==> src/rtl/pc_predict_unit.sv <==
// Fetch PC register with a direct-mapped BTB of 2-bit saturating counters.
// Redirects on EX mispredict or ID jump, honours stall, keeps saturating branch statistics.
module pc_predict_unit #(
  parameter int unsigned        ADDR_W   = 32,
  parameter int unsigned        ENTRIES  = 16,
  parameter logic [ADDR_W-1:0]  RESET_PC = '0,
  parameter logic [1:0]         CTR_INIT = 2'b01,
  parameter int unsigned        CNT_W    = 16
) (
  input  logic              clk,
  input  logic              rst,
  input  logic              stall,
  input  logic              jump_valid,
  input  logic [ADDR_W-1:0] jump_target,
  input  logic              resolve_valid,
  input  logic [ADDR_W-1:0] resolve_pc,
  input  logic              resolve_taken,
  input  logic [ADDR_W-1:0] resolve_target,
  input  logic              resolve_pred_taken,
  input  logic [ADDR_W-1:0] resolve_pred_target,
  output logic [ADDR_W-1:0] fetch_pc,
  output logic              pred_taken,
  output logic [ADDR_W-1:0] pred_target,
  output logic              flush,
  output logic [CNT_W-1:0]  branch_count,
  output logic [CNT_W-1:0]  mispredict_count
);

  localparam int unsigned IDX_W = $clog2(ENTRIES);
  localparam int unsigned TAG_W = ADDR_W - IDX_W - 2;

  logic              btb_valid  [ENTRIES];
  logic [TAG_W-1:0]  btb_tag    [ENTRIES];
  logic [ADDR_W-1:0] btb_target [ENTRIES];
  logic [1:0]        btb_ctr    [ENTRIES];

  logic [IDX_W-1:0]  f_idx, r_idx;
  logic [TAG_W-1:0]  f_tag, r_tag;
  logic              f_hit, r_hit, mispred;
  logic [ADDR_W-1:0] next_pc;

  function automatic logic [ADDR_W-1:0] align(input logic [ADDR_W-1:0] a);
    return a & ~ADDR_W'(3);
  endfunction

  assign f_idx = fetch_pc[IDX_W+1:2];
  assign f_tag = fetch_pc[ADDR_W-1:IDX_W+2];
  assign r_idx = resolve_pc[IDX_W+1:2];
  assign r_tag = resolve_pc[ADDR_W-1:IDX_W+2];

  // Lookup reads the registered array, so a same-cycle write is seen one cycle later
  assign f_hit       = btb_valid[f_idx] && (btb_tag[f_idx] == f_tag);
  assign pred_taken  = f_hit && btb_ctr[f_idx][1];
  assign pred_target = btb_target[f_idx];
  assign r_hit       = btb_valid[r_idx] && (btb_tag[r_idx] == r_tag);

  assign mispred = resolve_valid &&
                   ((resolve_taken != resolve_pred_taken) ||
                    (resolve_taken && (resolve_target != resolve_pred_target)));
  assign flush   = mispred;

  always_comb begin
    next_pc = fetch_pc + ADDR_W'(4);
    if (mispred)
      next_pc = resolve_taken ? align(resolve_target) : resolve_pc + ADDR_W'(4);
    else if (jump_valid)
      next_pc = align(jump_target);
    else if (stall)
      next_pc = fetch_pc;
    else if (pred_taken)
      next_pc = pred_target;
  end

  always_ff @(posedge clk or negedge rst) begin
    if (!rst) begin
      fetch_pc         <= RESET_PC;
      branch_count     <= '0;
      mispredict_count <= '0;
    end else begin
      fetch_pc <= next_pc;
      if (resolve_valid && (branch_count != '1))
        branch_count <= branch_count + CNT_W'(1);
      if (mispred && (mispredict_count != '1))
        mispredict_count <= mispredict_count + CNT_W'(1);
    end
  end

  always_ff @(posedge clk or negedge rst) begin
    if (!rst) begin
      for (int unsigned i = 0; i < ENTRIES; i++) begin
        btb_valid[i]  <= 1'b0;
        btb_tag[i]    <= '0;
        btb_target[i] <= '0;
        btb_ctr[i]    <= CTR_INIT;
      end
    end else if (resolve_valid) begin
      if (r_hit) begin
        if (resolve_taken) begin
          if (btb_ctr[r_idx] != 2'b11)
            btb_ctr[r_idx] <= btb_ctr[r_idx] + 2'd1;
          btb_target[r_idx] <= align(resolve_target);
        end else if (btb_ctr[r_idx] != 2'b00) begin
          btb_ctr[r_idx] <= btb_ctr[r_idx] - 2'd1;
        end
      end else if (resolve_taken) begin
        btb_valid[r_idx]  <= 1'b1;
        btb_tag[r_idx]    <= r_tag;
        btb_target[r_idx] <= align(resolve_target);
        btb_ctr[r_idx]    <= 2'b10;
      end
    end
  end

endmodule

==> config.mk <==
export PLATFORM = sky130hd
export DESIGN_NAME = pc_predict_unit
export DESIGN_NICKNAME = d
export VERILOG_FILES = /design/src/rtl/pc_predict_unit.sv
export SDC_FILE = /design/constraint.sdc
export NUM_CORES = 2
export LEC_CHECK = 0
export BUFFER_PORTS_ARGS = -buffer_cell sky130_fd_sc_hd__buf_2
export CELL_PAD_IN_SITES_DETAIL_PLACEMENT = 0
export CELL_PAD_IN_SITES_GLOBAL_PLACEMENT = 2
export CORE_MARGIN = 4
export CORE_UTILIZATION = 48
export DETAILED_ROUTE_END_ITERATION = 6
export PLACE_DENSITY = 0.95
export SYNTH_ARGS = -nofsm -noshare
export SYNTH_HDL_FRONTEND = slang
export SYNTH_SLANG_ARGS = --single-unit
export TNS_END_PERCENT = 50
==> constraint.sdc <==
create_clock -name clk -period 11.2 [get_ports clk]
set_input_delay 0.56 -clock clk [delete_from_list [all_inputs] [get_ports clk]]
set_output_delay 0.56 -clock clk [all_outputs]
set_load 0.05 [all_outputs]
==> reports/results.txt <==
Run status -> completed
Num rows -> 123
Flop2flop setup slack -> 5.71 ns
# DRC -> 0
Global-route wire length before repair -> 263000 µm
Async SR Flop Fraction -> 1.00
Stages on worst setup path -> 10
Final setup vio count -> 0
Top-area cell type share of the netlist area -> 0.455
Critical path launch point -> fetch_pc[2]
Initial antenna violation count -> 10
RR Endpoint -> fetch_pc[0]
Hold buffers post-CTS -> 1
CTS clock-pin slew for the worst setup and hold paths -> 0.06 ns
Worst-Margin Slew -> 1.25 ns
CTS Sinks -> 1008
CP max-delay cell -> nor4_1
End of the critical path -> pred_taken
Post-synth EDFFs -> 0
Post-route ant nets -> 0
Clock Path Buffers -> 3
WS Path Type -> flip-flop to primary output
Top_reg_cell synth -> dfrtp_1
Cell variety after synth -> 87
CTS resizes -> 0
Worst path most repeated cell -> a2111oi_0
Die W -> 345 µm
Layout cells sized above 1 -> 0.440
Full die area -> 0.119 mm²
Area growth, synth to finish -> 11.2%
Vias in the first global route -> 38000
Setup ws final -> 4.20 ns
Worst Path Arrival -> 6.44 ns
Slew Limit Fails -> 0
Final core occ -> 0.538
Flops & latches, synth -> 1008
Cells after synthesis -> 4026
Total negative slack -> 0 ns
Peak supply drop -> 137 µV
H-tree levels -> 3
Most instantiated library cell after synthesis -> dfrtp_1
DPL Wire Length -> 114000 µm
Total grt overflow -> 0
Worst R2R Start -> fetch_pc[2]
Layout Nets -> 4218
CP max FO -> 80
Worst path bufs/invs -> 3
Fillcell total -> 9379
RSZ-0062 raised after global routing -> no
Root buf cell -> clkbuf_16
Post-CTS Setup Inserts -> 0
Slew Limit Headroom -> 0.164
Total GRT Usage -> 0.296
Pwr/cell area -> 196 mW/mm²
Fin. Hold Viols -> 0
CP startpoint kind -> flip-flop
CORE AREA -> 0.113 mm²
Die Ht -> 345 µm
Number of CTS-inserted buffers -> 109
CTS tree -> yes
Hold_ws -> 0.0684 ns
Max_cap viols -> 0
Via count -> 37100
Initial core utilization -> 0.484
Top delay family on crit path -> simple AND/OR/NAND/NOR gates
LEAKAGE -> 0.0266 µW
Clock Latency Late Sink -> 0.74 ns
Crit-path max cell delay -> 0.98 ns
Fmax -> 0.143 GHz
Gpl congestion -> 0.957
Setup crit end kind -> primary output
Post-DR vias/cell -> 6.54
Hold Path Class -> primary input to flip-flop
Number of DRC violations after detailed-routing iteration 0 -> 4209
Average wire per standard cell -> 31.5 µm
CP Data Required Time -> 10.64 ns
Skew final -> 0.0553 ns
Area leader, netlist -> dfrtp_1
Synth area leaders -> dfrtp_1, mux2_2, mux4_2
# IOs -> 233
Largest net degree at the start of global routing -> 178
Seq/Total Area, Yosys -> 0.463
Drt first pass iters -> 6
DP Worst Slack -> 4.58 ns
Worst-path cell chain -> buf_12, nand2_1, o22ai_1, a2111oi_0, buf_4, a2111oi_0, o2bb2a_1, or4_1, nor4_1, buf_2
Synthesized area -> 0.0546 mm²
PortBufs -> 228
Fin crit share -> 0.625
Commonest cells in the netlist -> dfrtp_1, mux2_2, mux4_2, nand2_1, clkbuf_1
YS warnings -> 0
Final min period -> 7.00 ns
Syn Area/Cell -> 13.6 µm²
Total wire length -> 179000 µm
FF-to-FF path depth -> 12
-- worst reg2reg max path, delay by kind of cell (launching register included) --
family          cells  cell delay (ns)
flops               1             0.67
buf+inv             3             1.08
simple gates        3             1.14
compound gates      6             2.41
-- per-layer routing --
metal | track usage | vias to the layer above | share of wire
met5 | 0 | - | 0.00023
met4 | 0.125 | 6 | 0.048
met3 | 0.0751 | 439 | 0.11
met2 | 0.437 | 1950 | 0.44
met1 | 0.418 | 19600 | 0.41
li1 | - | 15100 | -
-- where the power goes --
group / switching (µW) / internal [µW] / total (µW)
combinational: 1630 / 1480 / 3120
clock: 1590 / 2310 / 3900
sequential: 536 / 4340 / 4870
total: 3760 / 8130 / 11900
-- worst min-delay path by stage --
stage / cells past startpoint / slack, ns / endpoint / startpoint
finish: 3 / 0.07 / fetch_pc[1] / resolve_pc[1]
global route: 3 / 0.08 / fetch_pc[0] / resolve_pc[0]
CTS: 3 / 0.05 / fetch_pc[1] / resolve_pc[1]
detailed placement: 2 / 0.46 / btb_target[487] / btb_target[487]
global placement: 2 / 0.46 / btb_target[427] / btb_target[427]
floorplan: 0 / 0.26 / branch_count[0] / rst
-- stage by stage --
step	cell area, µm²	std cells	total power (µW)
after floorplan	54600	4027	6980
after global placement	56700	5462	7890
after detailed placement	56700	5462	7990
after CTS	60600	5667	11900
after global routing	60600	5667	12300
final	60700	5673	11900
-- cell type report --
type                    instances  area [µm²]  share of cell area
clock buffers                 162        3200              0.0527
repair buffers                320        1930              0.0319
flip-flops and latches       1008       25300               0.416
clock inverters                42         701              0.0116
well taps                    1500        1880              0.0309
multi-input cells            2592       27500               0.454
inverters                      43         163             0.00268
diodes                          6        15.0            0.000248
-- logic make-up (layout without fill, tap and decap cells) --
kind of cell / Yosys count / count (layout) / synth area share
flip-flops: 1008 / 1008 / 0.463
buffers and inverters: 427 / 567 / 0.0357
multiplexers: 1415 / 1415 / 0.370
adder cells (fa/ha/maj): 9 / 9 / 0.00206
AND/OR/NAND/NOR: 701 / 701 / 0.0625
other: 1 / 8 / 0.0000687
AO/OA/AOI/OAI: 306 / 306 / 0.0415
XOR/XNOR: 159 / 159 / 0.0255
-- layout by cell type, fill, tap and decap left out, types with 31 or more instances in the layout --
cell type and count:
mux2_2 730, dfrtp_1 989, xnor2_1 90, o22ai_1 45
clkbuf_16 110, nand3_1 59, inv_1 37, nand2_1 297
nor2_1 88, a221oi_1 33, o21ai_0 38, buf_2 224
xor2_1 69, mux2i_1 174, mux2_4 171, a211oi_1 36
buf_4 87, nor4_1 31, mux4_2 340
-- sequential cells by signal, summed over array words and instances (netlist names) --
name,cells
btb_target,480
btb_tag,416
btb_ctr,32
fetch_pc,32
branch_count,16
btb_valid,16
mispredict_count,16
Power figures use the tool's default switching activity.
